$ cat src/rtl/pipe_stage_reg.sv
// Purpose: pipeline stage register with valid/ready on both sides, optional 2-entry skid, flush, NOP-forced control, stats.
// Latency: one cycle from accept to output; full throughput while out_ready=1 for either SKID setting.
// Backpressure: SKID=1 in_ready is registered-state only (!skid full); SKID=0 in_ready = !main full | out_ready.
//
// Ports:
//   clk, rst         rising-edge clock, synchronous active-high reset
//   in_valid/in_ready/in_data/in_ctrl     upstream handshake and payload
//   flush            drop all held entries and the current input
//   out_valid/out_ready/out_data/out_ctrl downstream handshake and head entry
//   occupancy        entries held (0..2)
//   bubble_cnt       saturating count of cycles with out_ready=1 and out_valid=0
module pipe_stage_reg #(
  parameter int unsigned           DATA_W   = 128,
  parameter int unsigned           CTRL_W   = 24,
  parameter logic [CTRL_W-1:0]     CTRL_NOP = '0,
  parameter bit                    SKID     = 1'b1
) (
  input  logic              clk,
  input  logic              rst,
  input  logic              in_valid,
  output logic              in_ready,
  input  logic [DATA_W-1:0] in_data,
  input  logic [CTRL_W-1:0] in_ctrl,
  input  logic              flush,
  output logic              out_valid,
  input  logic              out_ready,
  output logic [DATA_W-1:0] out_data,
  output logic [CTRL_W-1:0] out_ctrl,
  output logic [1:0]        occupancy,
  output logic [15:0]       bubble_cnt
);

  // Main slot (always the head) and skid slot.
  logic              m_vld;
  logic [DATA_W-1:0] m_dat;
  logic [CTRL_W-1:0] m_ctrl;
  logic              s_vld;
  logic [DATA_W-1:0] s_dat;
  logic [CTRL_W-1:0] s_ctrl;

  logic accept;
  logic drain;

  // With the skid slot, ready depends only on state so out_ready never
  // reaches in_ready combinationally; without it, ready passes through.
  assign in_ready  = SKID ? !s_vld : (!m_vld || out_ready);
  assign accept    = in_valid && in_ready;
  assign drain     = m_vld && out_ready;

  assign out_valid = m_vld;
  assign out_data  = m_dat;
  assign out_ctrl  = m_vld ? m_ctrl : CTRL_NOP;
  assign occupancy = {1'b0, m_vld} + {1'b0, s_vld};

  always_ff @(posedge clk) begin
    if (rst) begin
      m_vld      <= 1'b0;
      m_dat      <= '0;
      m_ctrl     <= '0;
      s_vld      <= 1'b0;
      s_dat      <= '0;
      s_ctrl     <= '0;
      bubble_cnt <= '0;
    end else begin
      // Bubble statistic runs independently of flush.
      if (out_ready && !m_vld && (bubble_cnt != 16'hFFFF)) begin
        bubble_cnt <= bubble_cnt + 16'd1;
      end

      if (flush) begin
        // Payload registers are left as-is; only the valids matter.
        m_vld <= 1'b0;
        s_vld <= 1'b0;
      end else if (!m_vld) begin
        if (accept) begin
          m_vld  <= 1'b1;
          m_dat  <= in_data;
          m_ctrl <= in_ctrl;
        end
      end else if (drain) begin
        if (s_vld) begin
          // in_ready is low while S is full, so no accept can coincide here.
          m_dat  <= s_dat;
          m_ctrl <= s_ctrl;
          s_vld  <= 1'b0;
        end else if (accept) begin
          m_dat  <= in_data;
          m_ctrl <= in_ctrl;
        end else begin
          m_vld  <= 1'b0;
        end
      end else if (accept && SKID) begin
        // Head is stalled: park the incoming entry behind it.
        s_vld  <= 1'b1;
        s_dat  <= in_data;
        s_ctrl <= in_ctrl;
      end
    end
  end

endmodule

$ cat config.mk
export PLATFORM = sky130hd
export DESIGN_NAME = pipe_stage_reg
export DESIGN_NICKNAME = d
export VERILOG_FILES = /design/src/rtl/pipe_stage_reg.sv
export SDC_FILE = /design/constraint.sdc
export NUM_CORES = 1
export LEC_CHECK = 0
export BUFFER_PORTS_ARGS = -buffer_cell sky130_fd_sc_hd__buf_2
export CAP_MARGIN = 20
export CORE_MARGIN = 10
export CORE_UTILIZATION = 47
export CTS_CLUSTER_SIZE = 24
export DETAILED_ROUTE_END_ITERATION = 8
export PLACE_DENSITY_LB_ADDON = 0.08
export SYNTH_ARGS = -nofsm -noshare
export SYNTH_HDL_FRONTEND = slang
export SYNTH_SLANG_ARGS = --single-unit
export TNS_END_PERCENT = 100
$ cat constraint.sdc
create_clock -name clk -period 1.7 [get_ports clk]
set_input_delay 0.085 -clock clk [delete_from_list [all_inputs] [get_ports clk]]
set_output_delay 0.085 -clock clk [all_outputs]
set_load 0.01 [all_outputs]
==> metrics.md <==
| Metric | Value |
|---|---|
| Clock Latency Late Sink | `510 ps` |
| Area share of the largest cell type after synthesis | `52.03%` |
| Core area | `25980 um^2` |
| Placement Cell Area | `14530 um^2` |
| Seq pwr share | `about 45%` |
| Fmax | `593.8 MHz` |
| Final WL | `~44000 um` |
| Seq/Total Area, Yosys | `between 50% and 60%` |
| Crit. End Element | `flop` |
| Synth Area in Simple Gates | `between 10% and 20%` |
| Fill cell count | `approximately 2100` |
| Final min period | `roughly 1700 ps` |
| CP delay by family, top | `buffers and inverters` |
| Largest family of logic cells by synthesized area | `compound AO/OA/AOI/OAI gates` |
| CP Launch Type | `flop` |
| Count of cell types in the netlist | `43` |
| Critical-path top delay cell | `dfxtp_2` |
| Share of layout cells above drive strength 1 | `25.42%` |
| Drt drc | `0` |
| Sw Ratio | `24.02%` |
| P_leak | `7.200 nW` |
| Slowest stage delay, CP | `330 ps` |
| Commonest cells post-synth | `dfxtp_1, nand2_1, a21oi_1, nor2_1, a211oi_1` |
| CTS tree | `yes` |
| Async set-reset flop share out of synthesis | `0%` |
| Adder-cell area share of the yosys netlist | `0.2020%` |
| Die H | `182.4 um` |
| Final #Nets | `between 2000 and 2500` |
| Clk pwr share | `42.9%` |
| Clock transition at the registers of the reported paths | `60 ps` |
| Non-filler cells, final | `2301` |
| Slew @ Worst Pin | `between 500 and 600 ps` |
| XOR/XNOR share of the synthesized area | `0%` |
| Status | `completed` |
| Final critical-path share of the clock period | `99.06%` |
| Die area | `33260 um^2` |
| Post-synthesis mux area share | `less than 1%` |
| Sw Pwr | `4.271 mW` |
| Critical path startpoint | `out_valid` |
| Area leader, netlist | `dfxtp_1` |
| Hold Startpoint | `rst` |
| Die X-Extent | `about 180 um` |
| Num CTS Buffers | `34` |
| Worst setup margin | `~16 ps` |
| RSZ-0062 raised after global routing | `yes` |
| Global route overflow | `0` |
| Global-route wire length before repair | `~66000 um` |
| Combinational Power Share | `12.2%` |
| Internal power | `approximately 14 mW` |
| Required time of the critical path | `roughly 2100 ps` |
| Placed cells | `~2100` |
| Initial Util | `a little under half` |
| CP Buf/Inv Count | `4` |
| Htree depth | `2` |
| Vias in the first global route | `~12000` |
| Clk_skew | `roughly 12 ps` |
| Total GRT Usage | `23.67%` |
| Cells after Synth | `1490` |
| Worst reg2reg startpoint | `out_valid` |
| Flop-to-flop setup slack | `~16 ps` |
| Normalized max-slew margin | `62.57%` |
| Ranking of synthesized cells by area | `dfxtp_1, nand2_1, a211oi_1, o22ai_1, a21oi_1` |
| Post-route cell area | `17920 um^2` |
| Top-count cell post-synth | `dfxtp_1` |
| Final Total Pwr | `17.78 mW` |
| Most used cell along the critical path | `buf_6` |
| Number of synthesized flops with an enable pin | `0` |
| Initial antenna violation count | `3` |
| Mean post-synth cell area | `between 8 and 9 um^2` |
| Data arrival, critical path | `between 2000 and 2500 ps` |
| P&R area growth vs syn | `44.67%` |
| Flops & latches, synth | `322` |
| HPWL after DPL | `24340 um` |
| # setup viols final | `0` |
| Hold WC Path Type | `in -> reg` |
| Syn Nets | `1649` |
| Top_reg_cell synth | `dfxtp_1` |
| Compound-Gate Fraction of Synth Area | `about 25%` |
| Post-Syn Area | `12390 um^2` |
| DRT iter0 DRCs | `920` |
| Clk sinks | `roughly 320` |
| Crit path cell chain | `buf_6 > nand2_4 > a221oi_4 > buf_6 > buf_12 > buf_6 > nor2_1 > a211oi_1` |
| IO Port Bufs | `328` |
| Antenna Nets Post-Route | `0` |
| Count of final hold-check violations | `0` |
| Worst Path Max Fanout | `11` |
| Dpl ws | `-16.62 ps` |
| Max IR drop VDD | `0.8281 mV` |
| Maxcap violations | `0` |
| Root buffer cell | `clkbuf_16` |
| CTS Buffer Depth | `3` |
| Yosys warns | `0` |
| Post-Route Utilization | `between 60% and 70%` |
| Rows | `between 50 and 60` |
| Vias/cell | `around 5.6` |
| Slew Viols, Final | `0` |
| Cell Pwr Density | `992.2 nW/um^2` |
| WL/cell | `19.23 um` |
| Total vias in the final route | `12962` |
| Crit path kind | `reg -> reg` |
| Gp weighted congestion | `0.7938` |
| First-pass iteration count of the detailed router | `5` |
| Pin count of the biggest net entering global routing | `105` |
| I/O Pins | `329` |
logic make-up after synthesis:
kind of cell	after synthesis
and+or+nand+nor	534
AOI/OAI and AO/OA	485
DFF	322
muxes	5
adders and majority gates	2
buffers and inverters	142
flip-flops by register name (all words and copies together), names as in the netlist:
name / cells
m_ctrl: 24
bubble_cnt: 16
s_vld: 1
out_data: 128
s_dat: 128
s_ctrl: 24
out_valid: 1
power groups by stage:
| stage | Combinational (mW) | Clock [mW] | Sequential (mW) |
|---|---|---|---|
| 6_report | 2.16 | 7.62 | 8.00 |
| 5_1_grt | 2.34 | 8.06 | 8.03 |
| 4_1_cts | 1.95 | 7.75 | 8.00 |
| 3_5_place_dp | 1.65 | 0 | 8.16 |
| 3_3_place_gp | 1.63 | 0 | 8.16 |
| 2_1_floorplan | 0.784 | 0 | 8.24 |
placed cells by master, fill, tap and decap left out, types with 3 or more instances in the layout:
cell / synthesis / final
buf_8: 0 / 3
clkbuf_8: 0 / 6
dfxtp_2: 0 / 4
clkbuf_16: 0 / 49
a21oi_1: 162 / 161
nand3_1: 4 / 3
buf_16: 0 / 5
buf_4: 8 / 29
clkbuf_1: 102 / 8
and2_1: 25 / 25
o21ai_0: 6 / 6
nand4_1: 4 / 4
dlygate4sd3_1: 0 / 155
nand2b_1: 5 / 4
nor2b_1: 3 / 3
diode_2: 0 / 3
inv_1: 3 / 3
a211oi_2: 0 / 29
bufinv_16: 0 / 3
nand2_1: 312 / 312
nor2_1: 159 / 159
o22ai_1: 152 / 152
buf_2: 29 / 327
a211oi_1: 153 / 124
buf_12: 0 / 16
buf_6: 0 / 8
or3_1: 7 / 6
dfxtp_1: 322 / 318
stage by stage:
stage | TNS [ps] | hold WS (ps)
3_3_place_gp | 0 | 336.3
5_1_grt | -529.0 | 41.34
4_1_cts | 0 | 11.49
2_1_floorplan | 0 | 201.2
6_report | 0 | 26.76
3_5_place_dp | -44.05 | 342.2
worst paths after layout:
kind,to,depth (start not counted)
worst max-delay path,out_data[6],8
worst min-delay path,bubble_cnt[12],2
worst max register to register,out_data[6],8
worst min register to register,s_dat[29],2
timing repair:
action	4_1_cts	5_1_grt
resized for setup	5	53
hold buffers	155	0
setup endpoints to repair	17	173
pin swaps	0	70
setup buffers	0	3
gates cloned	1	17
hold endpoints to repair	305	0
metal layers:
metal  up-vias  global-route usage (%)  part of all wire [%]
li1       6188                       -                     -
met5         -                       0                     0
met4         0                   8.331                   3.0
met1      6136                   29.75                    41
met2       540                   38.43                    48
met3        98                   6.212                   8.4
cell type report:
class                      instances  area [um^2]  area share (%)
antenna                            3        7.507         0.04188
clock buffer                      51         1039           5.794
clock inverter                     5        102.6          0.5724
inverter                           3        11.26         0.06283
multi-input combinational       1026         5562           31.03
sequential                       322         6451           35.99
tap                              335        419.2           2.339
timing repair buffer             556         4332           24.17
Note: power is estimated with default switching activity, not from simulation.
